`src/rtl/ip_uart_rx.sv`:
```
// UART receiver (8N1) with a 16-entry receive FIFO behind a two-port Z80 I/O window:
// io_address = DATA (read pops the FIFO head), io_address+1 = STATUS / flag clear.
module ip_uart_rx #(
  parameter int unsigned clk_freq   = 74250000,
  parameter int unsigned uart_freq  = 115200,
  parameter logic [7:0]  io_address = 8'h20
) (
  input  logic       clk,
  input  logic       reset_n,
  input  logic [7:0] bus_address,
  input  logic       bus_ioreq,
  input  logic       bus_write,
  input  logic       bus_valid,
  output logic       bus_ready,
  input  logic [7:0] bus_wdata,
  output logic [7:0] bus_rdata,
  output logic       bus_rdata_en,
  input  logic       uart_rx
);

  localparam int unsigned BitPeriod  = (clk_freq + uart_freq / 2) / uart_freq;
  localparam int unsigned HalfPeriod = BitPeriod / 2;
  localparam int unsigned TimerW     = $clog2(BitPeriod + 1);
  localparam logic [TimerW-1:0] BpVal  = TimerW'(BitPeriod);
  localparam logic [TimerW-1:0] HbpVal = TimerW'(HalfPeriod);
  localparam logic [7:0] StatAddr = io_address + 8'd1;

  typedef enum logic [1:0] {StIdle, StStart, StData, StStop} state_e;

  state_e            state_q;
  logic [TimerW-1:0] timer_q;
  logic [2:0]        bit_idx_q;
  logic [7:0]        shift_q;
  logic              rx_meta_q, rx_s_q, rx_prev_q;
  logic              armed_q;
  logic              push_q;
  logic [7:0]        push_data_q;
  logic              ferr_q, ovr_q;

  logic [7:0] mem_q [16];
  logic [3:0] wptr_q, rptr_q;
  logic [4:0] count_q;

  logic hit_data, hit_stat, rd_data, rd_stat, wr_stat;
  logic full, not_empty, pop, push_ok, clr_ovr, clr_ferr;
  logic unused_wdata;

  assign hit_data  = bus_valid & bus_ioreq & (bus_address == io_address);
  assign hit_stat  = bus_valid & bus_ioreq & (bus_address == StatAddr);
  assign bus_ready = hit_data | hit_stat;
  assign rd_data   = hit_data & ~bus_write;
  assign rd_stat   = hit_stat & ~bus_write;
  assign wr_stat   = hit_stat & bus_write;
  assign clr_ovr   = wr_stat & bus_wdata[2];
  assign clr_ferr  = wr_stat & bus_wdata[3];
  assign full      = (count_q == 5'd16);
  assign not_empty = (count_q != 5'd0);
  assign pop       = rd_data & not_empty;
  assign push_ok   = push_q & (~full | pop);
  assign unused_wdata = ^{bus_wdata[7:4], bus_wdata[1:0]};

  // Receiver. After reset the line must sit high for a full bit period before a
  // falling edge is trusted, so a frame cut by reset is never resynchronised mid-byte.
  always_ff @(posedge clk) begin
    if (!reset_n) begin
      rx_meta_q   <= 1'b1;
      rx_s_q      <= 1'b1;
      rx_prev_q   <= 1'b1;
      state_q     <= StIdle;
      timer_q     <= '0;
      bit_idx_q   <= '0;
      shift_q     <= '0;
      armed_q     <= 1'b0;
      push_q      <= 1'b0;
      push_data_q <= '0;
      ferr_q      <= 1'b0;
    end else begin
      rx_meta_q <= uart_rx;
      rx_s_q    <= rx_meta_q;
      rx_prev_q <= rx_s_q;
      push_q    <= 1'b0;
      if (clr_ferr) ferr_q <= 1'b0;
      unique case (state_q)
        StIdle: begin
          if (!armed_q) begin
            if (!rx_s_q)             timer_q <= '0;
            else if (timer_q == BpVal) armed_q <= 1'b1;
            else                     timer_q <= timer_q + 1'b1;
          end else if (rx_prev_q && !rx_s_q) begin
            state_q <= StStart;
            timer_q <= HbpVal;
          end
        end
        StStart: begin
          if (timer_q != '0) begin
            timer_q <= timer_q - 1'b1;
          end else if (!rx_s_q) begin
            state_q   <= StData;
            timer_q   <= BpVal;
            bit_idx_q <= '0;
          end else begin
            state_q <= StIdle;
          end
        end
        StData: begin
          if (timer_q != '0) begin
            timer_q <= timer_q - 1'b1;
          end else begin
            shift_q   <= {rx_s_q, shift_q[7:1]};
            timer_q   <= BpVal;
            bit_idx_q <= bit_idx_q + 1'b1;
            if (bit_idx_q == 3'd7) state_q <= StStop;
          end
        end
        StStop: begin
          if (timer_q != '0) begin
            timer_q <= timer_q - 1'b1;
          end else begin
            state_q <= StIdle;
            if (rx_s_q) begin
              push_q      <= 1'b1;
              push_data_q <= shift_q;
            end else begin
              ferr_q <= 1'b1;
            end
          end
        end
        default: state_q <= StIdle;
      endcase
    end
  end

  always_ff @(posedge clk) begin
    if (push_ok) mem_q[wptr_q] <= push_data_q;
  end

  always_ff @(posedge clk) begin
    if (!reset_n) begin
      wptr_q       <= '0;
      rptr_q       <= '0;
      count_q      <= '0;
      ovr_q        <= 1'b0;
      bus_rdata    <= '0;
      bus_rdata_en <= 1'b0;
    end else begin
      if (push_ok) wptr_q <= wptr_q + 1'b1;
      if (pop)     rptr_q <= rptr_q + 1'b1;
      if (push_ok && !pop)      count_q <= count_q + 1'b1;
      else if (!push_ok && pop) count_q <= count_q - 1'b1;
      // Set wins over a same-cycle clear.
      if (clr_ovr) ovr_q <= 1'b0;
      if (push_q && full && !pop) ovr_q <= 1'b1;
      bus_rdata_en <= rd_data | rd_stat;
      if (rd_data)      bus_rdata <= not_empty ? mem_q[rptr_q] : 8'h00;
      else if (rd_stat) bus_rdata <= {4'b0, ferr_q, ovr_q, full, not_empty};
      else              bus_rdata <= 8'h00;
    end
  end

endmodule

```
`config.mk`:
```
export PLATFORM = sky130hd
export DESIGN_NAME = ip_uart_rx
export DESIGN_NICKNAME = d
export VERILOG_FILES = /design/src/rtl/ip_uart_rx.sv
export SDC_FILE = /design/constraint.sdc
export NUM_CORES = 1
export LEC_CHECK = 0
export CAP_MARGIN = 10
export CELL_PAD_IN_SITES_DETAIL_PLACEMENT = 1
export CELL_PAD_IN_SITES_GLOBAL_PLACEMENT = 2
export CORE_ASPECT_RATIO = 0.7
export CORE_MARGIN = 2
export CORE_UTILIZATION = 39
export CTS_CLUSTER_SIZE = 40
export DETAILED_ROUTE_END_ITERATION = 8
export PLACE_DENSITY = 0.77
export SLEW_MARGIN = 20
export SYNTH_ARGS = -nofsm -noshare
export SYNTH_HDL_FRONTEND = slang
export SYNTH_SLANG_ARGS = --single-unit
```
`constraint.sdc`:
```
create_clock -name clk -period 2.8 [get_ports clk]
set_input_delay 0.28 -clock clk [delete_from_list [all_inputs] [get_ports clk]]
set_output_delay 0.28 -clock clk [all_outputs]
set_load 0.02 [all_outputs]
```
After elaboration in Yosys (flattened, before gate mapping)
Memories as Yosys holds them, arrays and structs flattened. A register that Yosys moved wholly into a read port is not among the register bits.
Index checks and enable logic that the tools add are counted.
{"block": "classes", "n_addsub": 7, "mul": 0, "div_mod_pow": 0, "order_cmp": 0, "n_eq_ne": 19, "shifts": 0, "n_mux": 40, "bitwise": 18, "reduce_logical": 20}
{"op": "$mux W10", "n": 8}
{"op": "$pmux W10 S4", "n": 1}
{"op": "$eq A8 B6 Y1 const B", "n": 2}
{"op": "$mux W8", "n": 2}
{"op": "$ne A2 B2 Y1 const B", "n": 8}
{"op": "$mux W2", "n": 7}
{"op": "$mux W1", "n": 12}
{"op": "$mux W4", "n": 3}
{"op": "$add A10 B1 Y10 const B", "n": 1}
{"op": "$and A1 B1 Y1", "n": 10}
{"op": "$eq A10 B10 Y1 const B", "n": 1}
{"op": "$mux W5", "n": 2}
{"op": "$reduce_bool A10 Y1", "n": 1}
{"op": "$sub A10 B1 Y10 const B", "n": 1}
{"op": "$mux W3", "n": 3}
{"op": "$add A4 B1 Y4 const B", "n": 2}
{"op": "$pmux W2 S4", "n": 1}
{"op": "$reduce_and A4 Y1", "n": 2}
{"op": "$ne A3 B3 Y1 const B", "n": 2}
{"op": "$pmux W3 S2", "n": 1}
{"op": "$reduce_and A6 Y1", "n": 1}
{"op": "$reduce_bool A2 Y1", "n": 3}
{"op": "$add A5 B1 Y5 const B", "n": 1}
{"op": "$eq A5 B5 Y1 const B", "n": 1}
{"op": "15 further kinds", "n": 28}
{"block": "totals", "register_bits": 60, "latchBits": 0, "ramBits": 128, "mem_bits_ro": 0, "in_bits": 22, "out_inout_bits": 10, "word_cells": 122, "n_memories": 1}
{"memory": "mem_q", "depth": 16, "width": 8, "read_ports": 1, "rd_clocked_by_memory_dff": 1, "wr": 1, "line_no": "40", "rtl": "logic [7:0] mem_q [16];"}

Depth between registers and ports, before layout
{"block": "depth", "word_depth": 10, "ltp_mapped": 14, "depth_no_buf": 12}

Worst setup path after synthesis
No wires, ideal clock.
{"block": "synth_path", "path_type": "reg2reg", "from": "reg count_q[0]", "to": "reg count_q[4]", "setup_ps": 70, "t_arrival_ps": 2818, "required_ps": 2730, "slack_ps": -89, "path_stages_with_launch": 13, "path_buffers": 0, "synth_period_minus_slack_ps": 2889, "path_cell_list": "dfxtp_1 > nor4_1 > nand2_1 > o21ai_0 > inv_1 > ha_1 > inv_1 > ha_1 > a21o_1 > a21oi_1 > xnor2_1 > or3_1 > a21oi_1"}
{"block": "synth_via", "elab_chain_cells": 7, "elab_cells_between_ends": 15, "cone_classes": "add/sub (2); eq/ne (1); mux (2); bitwise (4); reduce/logical (6)"}
{"item": "start: declaration", "line_no": "42", "rtl": "logic [4:0] count_q;"}
{"item": "start signal: assignment", "line_no": "148", "rtl": "if (push_ok && !pop) count_q <= count_q + 1'b1;"}
{"item": "start signal: assignment", "line_no": "149", "rtl": "else if (!push_ok && pop) count_q <= count_q - 1'b1;"}
{"item": "$reduce_bool A5 Y1 / $eq A5 B5 Y1 (equally long branches)", "line_no": "57, 56"}
{"item": "$and A1 B1 Y1 / $not A1 Y1 (equally long branches)", "line_no": "58, 59"}
{"item": "$or A1 B1 Y1 *", "line_no": "59", "rtl": "assign push_ok = push_q & (~full | pop);"}
{"item": "$and A1 B1 Y1 *", "line_no": "59"}
{"item": "named net push_ok", "line_no": "45", "rtl": "logic full, not_empty, pop, push_ok, clr_ovr, clr_ferr;"}
{"item": "$logic_not A1 Y1", "line_no": "149"}
{"item": "$logic_and A1 B1 Y1", "line_no": "149"}
{"item": "$reduce_bool A2 Y1 (no line)"}
The timed path passes the listed nets; every way through them passes the cells marked *. The select of a mux whose other input is x is not followed.
A chain may end at the register's enable or synchronous reset.

Final worst setup path
{"block": "layout_path", "from": "in bus_address[3]", "to": "reg count_q[4]"}
{"block": "layout_via", "elab_chain_cells": 9, "elab_cells_between_ends": 12, "cone_classes": "eq/ne (1); mux (1); bitwise (5); reduce/logical (5)"}
{"item": "start: declaration", "line_no": "10", "rtl": "input logic [7:0] bus_address,"}
{"item": "$eq A8 B6 Y1 *", "line_no": "48", "rtl": "assign hit_data = bus_valid & bus_ioreq & (bus_address == io_address);"}
{"item": "$and A1 B1 Y1 *", "line_no": "48"}
{"item": "$and A1 B1 Y1 *", "line_no": "51", "rtl": "assign rd_data = hit_data & ~bus_write;"}
{"item": "$and A1 B1 Y1 *", "line_no": "58", "rtl": "assign pop = rd_data & not_empty;"}
{"item": "$or A1 B1 Y1 *", "line_no": "59"}
{"item": "$and A1 B1 Y1 *", "line_no": "59"}
{"item": "named net push_ok", "line_no": "45"}
{"item": "$logic_not A1 Y1", "line_no": "149"}
{"item": "$logic_and A1 B1 Y1", "line_no": "149"}
{"item": "$reduce_bool A2 Y1 (no line)"}
The timed path passes the listed nets; every way through them passes the cells marked *.

==> flow_metrics.tcl <==
set metrics [dict create \
    die_h_um 124.8 \
    async_reset_ff_frac 0 \
    grt_max_degree 43 \
    finalSetupViolCount 0 \
    period_minus_slack_ps 2659 \
    rr_endpoint "count_q[4]$_SDFFE_PN0P_" \
    status "complete, no violations" \
    cp_max_fo 4 \
    max_slew.worst_pin.slew_ps 719.9 \
    hold_depth 1 \
    fin_area_um2 9539 \
    synth-edff-count 128 \
    initial_core_util 0.3949 \
    yosysTopAreaCell "edfxtp_1" \
    drt_iter0_markers 362 \
    reg2reg_slack_ps 150 \
    wl_um 19250 \
    crit_start "bus_address[3]" \
    drc 0 \
    holdPathEnd "rx_s_q$_SDFF_PN1_" \
    antenna_found_initial 0 \
    ys_ff_latch 192 \
    rsz0062_at_grt "false" \
    hold_viol 0 \
    drive_gt1_frac 0.2015 \
    yosys_warnings 0 \
    vias_per_cell 5.452 \
    cts-buffers-inserted 17 \
    cp.required_ps 3170 \
    io_pins 32 \
    critPathArrivalTime_ps 3030 \
    cts.sinks 192 \
    drt_first_pass_iters 4 \
    row_count 44 \
    synth_ff_type "edfxtp_1" \
    cap_viol_max_count 0 \
    syn_area_um2 8130 \
    p_per_area_nw_per_um2 611.2 \
    cts_buffer_depth 2 \
    netlist.area_leader.share 0.4728 \
    reg2reg_depth 12 \
    grt_usage 0.1859 \
    area_delta_synth_final_pct 17.33 \
    gp_congestion 0.8120 \
    die_x_um 176.6 \
    grt_pass1_vias 5318 \
    htree_levels 4 \
    maxSlewViolCount 0 \
    antenna_cells 0 \
    dp_hpwl_um 12920 \
    overflow 0 \
    min_from "rx_meta_q$_SDFF_PN1_" \
    relSlewSlack 0.5194 \
    syn-num-nets 623 \
    place.port_buffers 25 \
    r2r_start "count_q[0]$_SDFFE_PN0P_" \
    clkTransAtPathRegs_ps 80 \
    cts_root_buf "clkbuf_16" \
    peakVddDrop_uv 354.4 \
    ys_types 62 \
    clock-skew-final_ps 16.25 \
    power_uw 5830 \
    timing.final.crit_share 0.9498 \
    ys_top_cells_by_area "edfxtp_1 47%, dfxtp_1 16%, mux4_2 10%" \
    hp-class "flop to flop" \
    nets 678 \
    wire_per_inst_um 20.79 \
    synth_cells 582 \
    power_leakage_uw 0.003351 \
    vias 5049 \
    antenna_left 0 \
    worstSetupPathType "input pin to flop" \
    start_kind "input pin" \
    grt_first_pass_wirelength_um 30710 \
    cts_tree "done" \
    fp.coreArea_um2 20590 \
    endpoint_kind "flop" \
    postSynthAreaPerCell_um2 13.97 \
    fmax_ghz 0.3760 \
    fillers 2065 \
    place_area_um2 8901 \
    clock_latency_ps 440 \
    seq_area_frac_synth 0.6303 \
    dieArea_um2 22040 \
]
==> cell families after synthesis <==
| kind of cell | synth area share |
|---|---|
| buffers and inverters | 0.02662 |
| adder cells (fa/ha/maj) | 0.03016 |
| flip-flops | 0.6303 |
| multiplexers | 0.1250 |
| XOR/XNOR | 0.01185 |
| AND/OR/NAND/NOR | 0.1080 |
| AO/OA/AOI/OAI | 0.06802 |
==> critical path: stages <==
cell and delay, ps:
clkdlybuf4s50_1 440, nor4b_2 320, and4_4 290, o21ai_2 70
inv_1 80, ha_1 190, inv_2 90, fa_1 400
a21o_1 190, a21oi_2 150, xnor2_1 80, or3_1 320
a21oi_1 140
==> metal layers <==
metal / up-vias / part of all wire / global-route usage
li1: 2311 / - / -
met1: 2619 / 0.49 / 0.2684
met2: 100 / 0.46 / 0.2810
met3: 19 / 0.039 / 0.04182
met4: 0 / 0.013 / 0.05396
met5: - / 0 / 0
==> cells in the mapped netlist (4+ instances only) <==
cell type,instances
nor2b_1,6
a21oi_1,34
mux2i_1,16
nand3_1,17
nor2_1,56
ha_1,18
nand2b_1,7
xor2_1,5
o21ai_0,13
o211ai_1,5
inv_1,12
clkbuf_1,19
xnor2_1,6
or3_1,4
and3_1,9
mux4_2,37
a211oi_1,4
edfxtp_1,128
nand2_1,27
dfxtp_1,64
and2_1,6
buf_2,8
a31oi_1,6
nor3_1,13
==> registers in the layout (all words and copies together) (netlist names), named ones only <==
signal        count
armed_q           1
bit_idx_q         3
bus_rdata         8
bus_rdata_en      1
count_q           5
ferr_q            1
mem_q           128
ovr_q             1
push_data_q       8
push_q            1
rptr_q            4
rx_meta_q         1
rx_prev_q         1
rx_s_q            1
shift_q           8
state_q           1
timer_q          10
wptr_q            4
==> cell usage in the layout, fill, tap and decap left out, types with 4 or more instances in the layout <==
master	count
xor2_1	5
nor3_1	13
nor2b_1	6
buf_4	44
and2_1	6
nor2_1	56
clkbuf_16	17
inv_8	7
nand2_1	27
a21oi_1	33
clkdlybuf4s50_1	25
a31oi_1	6
or3_1	4
and3_1	9
o211ai_1	5
xnor2_1	6
a211oi_1	4
nand3_1	17
mux2i_1	16
dfxtp_1	62
ha_1	17
nand2b_1	7
edfxtp_1	128
inv_1	11
mux4_2	37
o21ai_0	12
==> stage by stage <==
step           setup TNS (ps)  cells  utilization  setup WS, ps  hold WS (ps)
6_report                    0    926       0.4633         140.5         416.2
5_1_grt                     0    926       0.4633         13.09         438.7
4_1_cts                     0    924       0.4615         6.366         407.2
3_5_place_dp            -1060    892       0.4323        -512.8         405.3
3_3_place_gp           -403.4    892       0.4323        -290.0         402.0
2_1_floorplan               0    582            -         13.58         353.0
==> final cells by class <==
cell class                 instances  area, um2  share of cell area
inverter                          13      48.80            0.005115
clock inverter                    14      155.1             0.01626
tap                              276      345.3             0.03620
timing repair buffer              70      600.6             0.06296
multi-input combinational        343       2833              0.2970
clock buffer                      18      429.2             0.04499
sequential                       192       5127              0.5375
==> worst max-delay path by stage <==
stage          depth (start not counted)                 endpoint
2_1_floorplan                         12  count_q[4]$_SDFFE_PN0P_
3_3_place_gp                          13  count_q[4]$_SDFFE_PN0P_
3_5_place_dp                          13  count_q[4]$_SDFFE_PN0P_
4_1_cts                               12  count_q[4]$_SDFFE_PN0P_
5_1_grt                               12  count_q[4]$_SDFFE_PN0P_
6_report                              13  count_q[4]$_SDFFE_PN0P_
==> power by group <==
part	switching, uW	internal (uW)
combinational	238	158
clock	1190	1200
sequential	37.1	3000
total	1470	4360
==> timing repair <==
action	4_1_cts	5_1_grt
gates resized for setup	4	6
endpoints found under the hold margin	0	0
pin swaps	1	3
hold buffers	0	0
endpoints found under the setup margin	1	2
gates cloned	0	0
setup buffers	0	2
(Power assumes the default switching activity.)
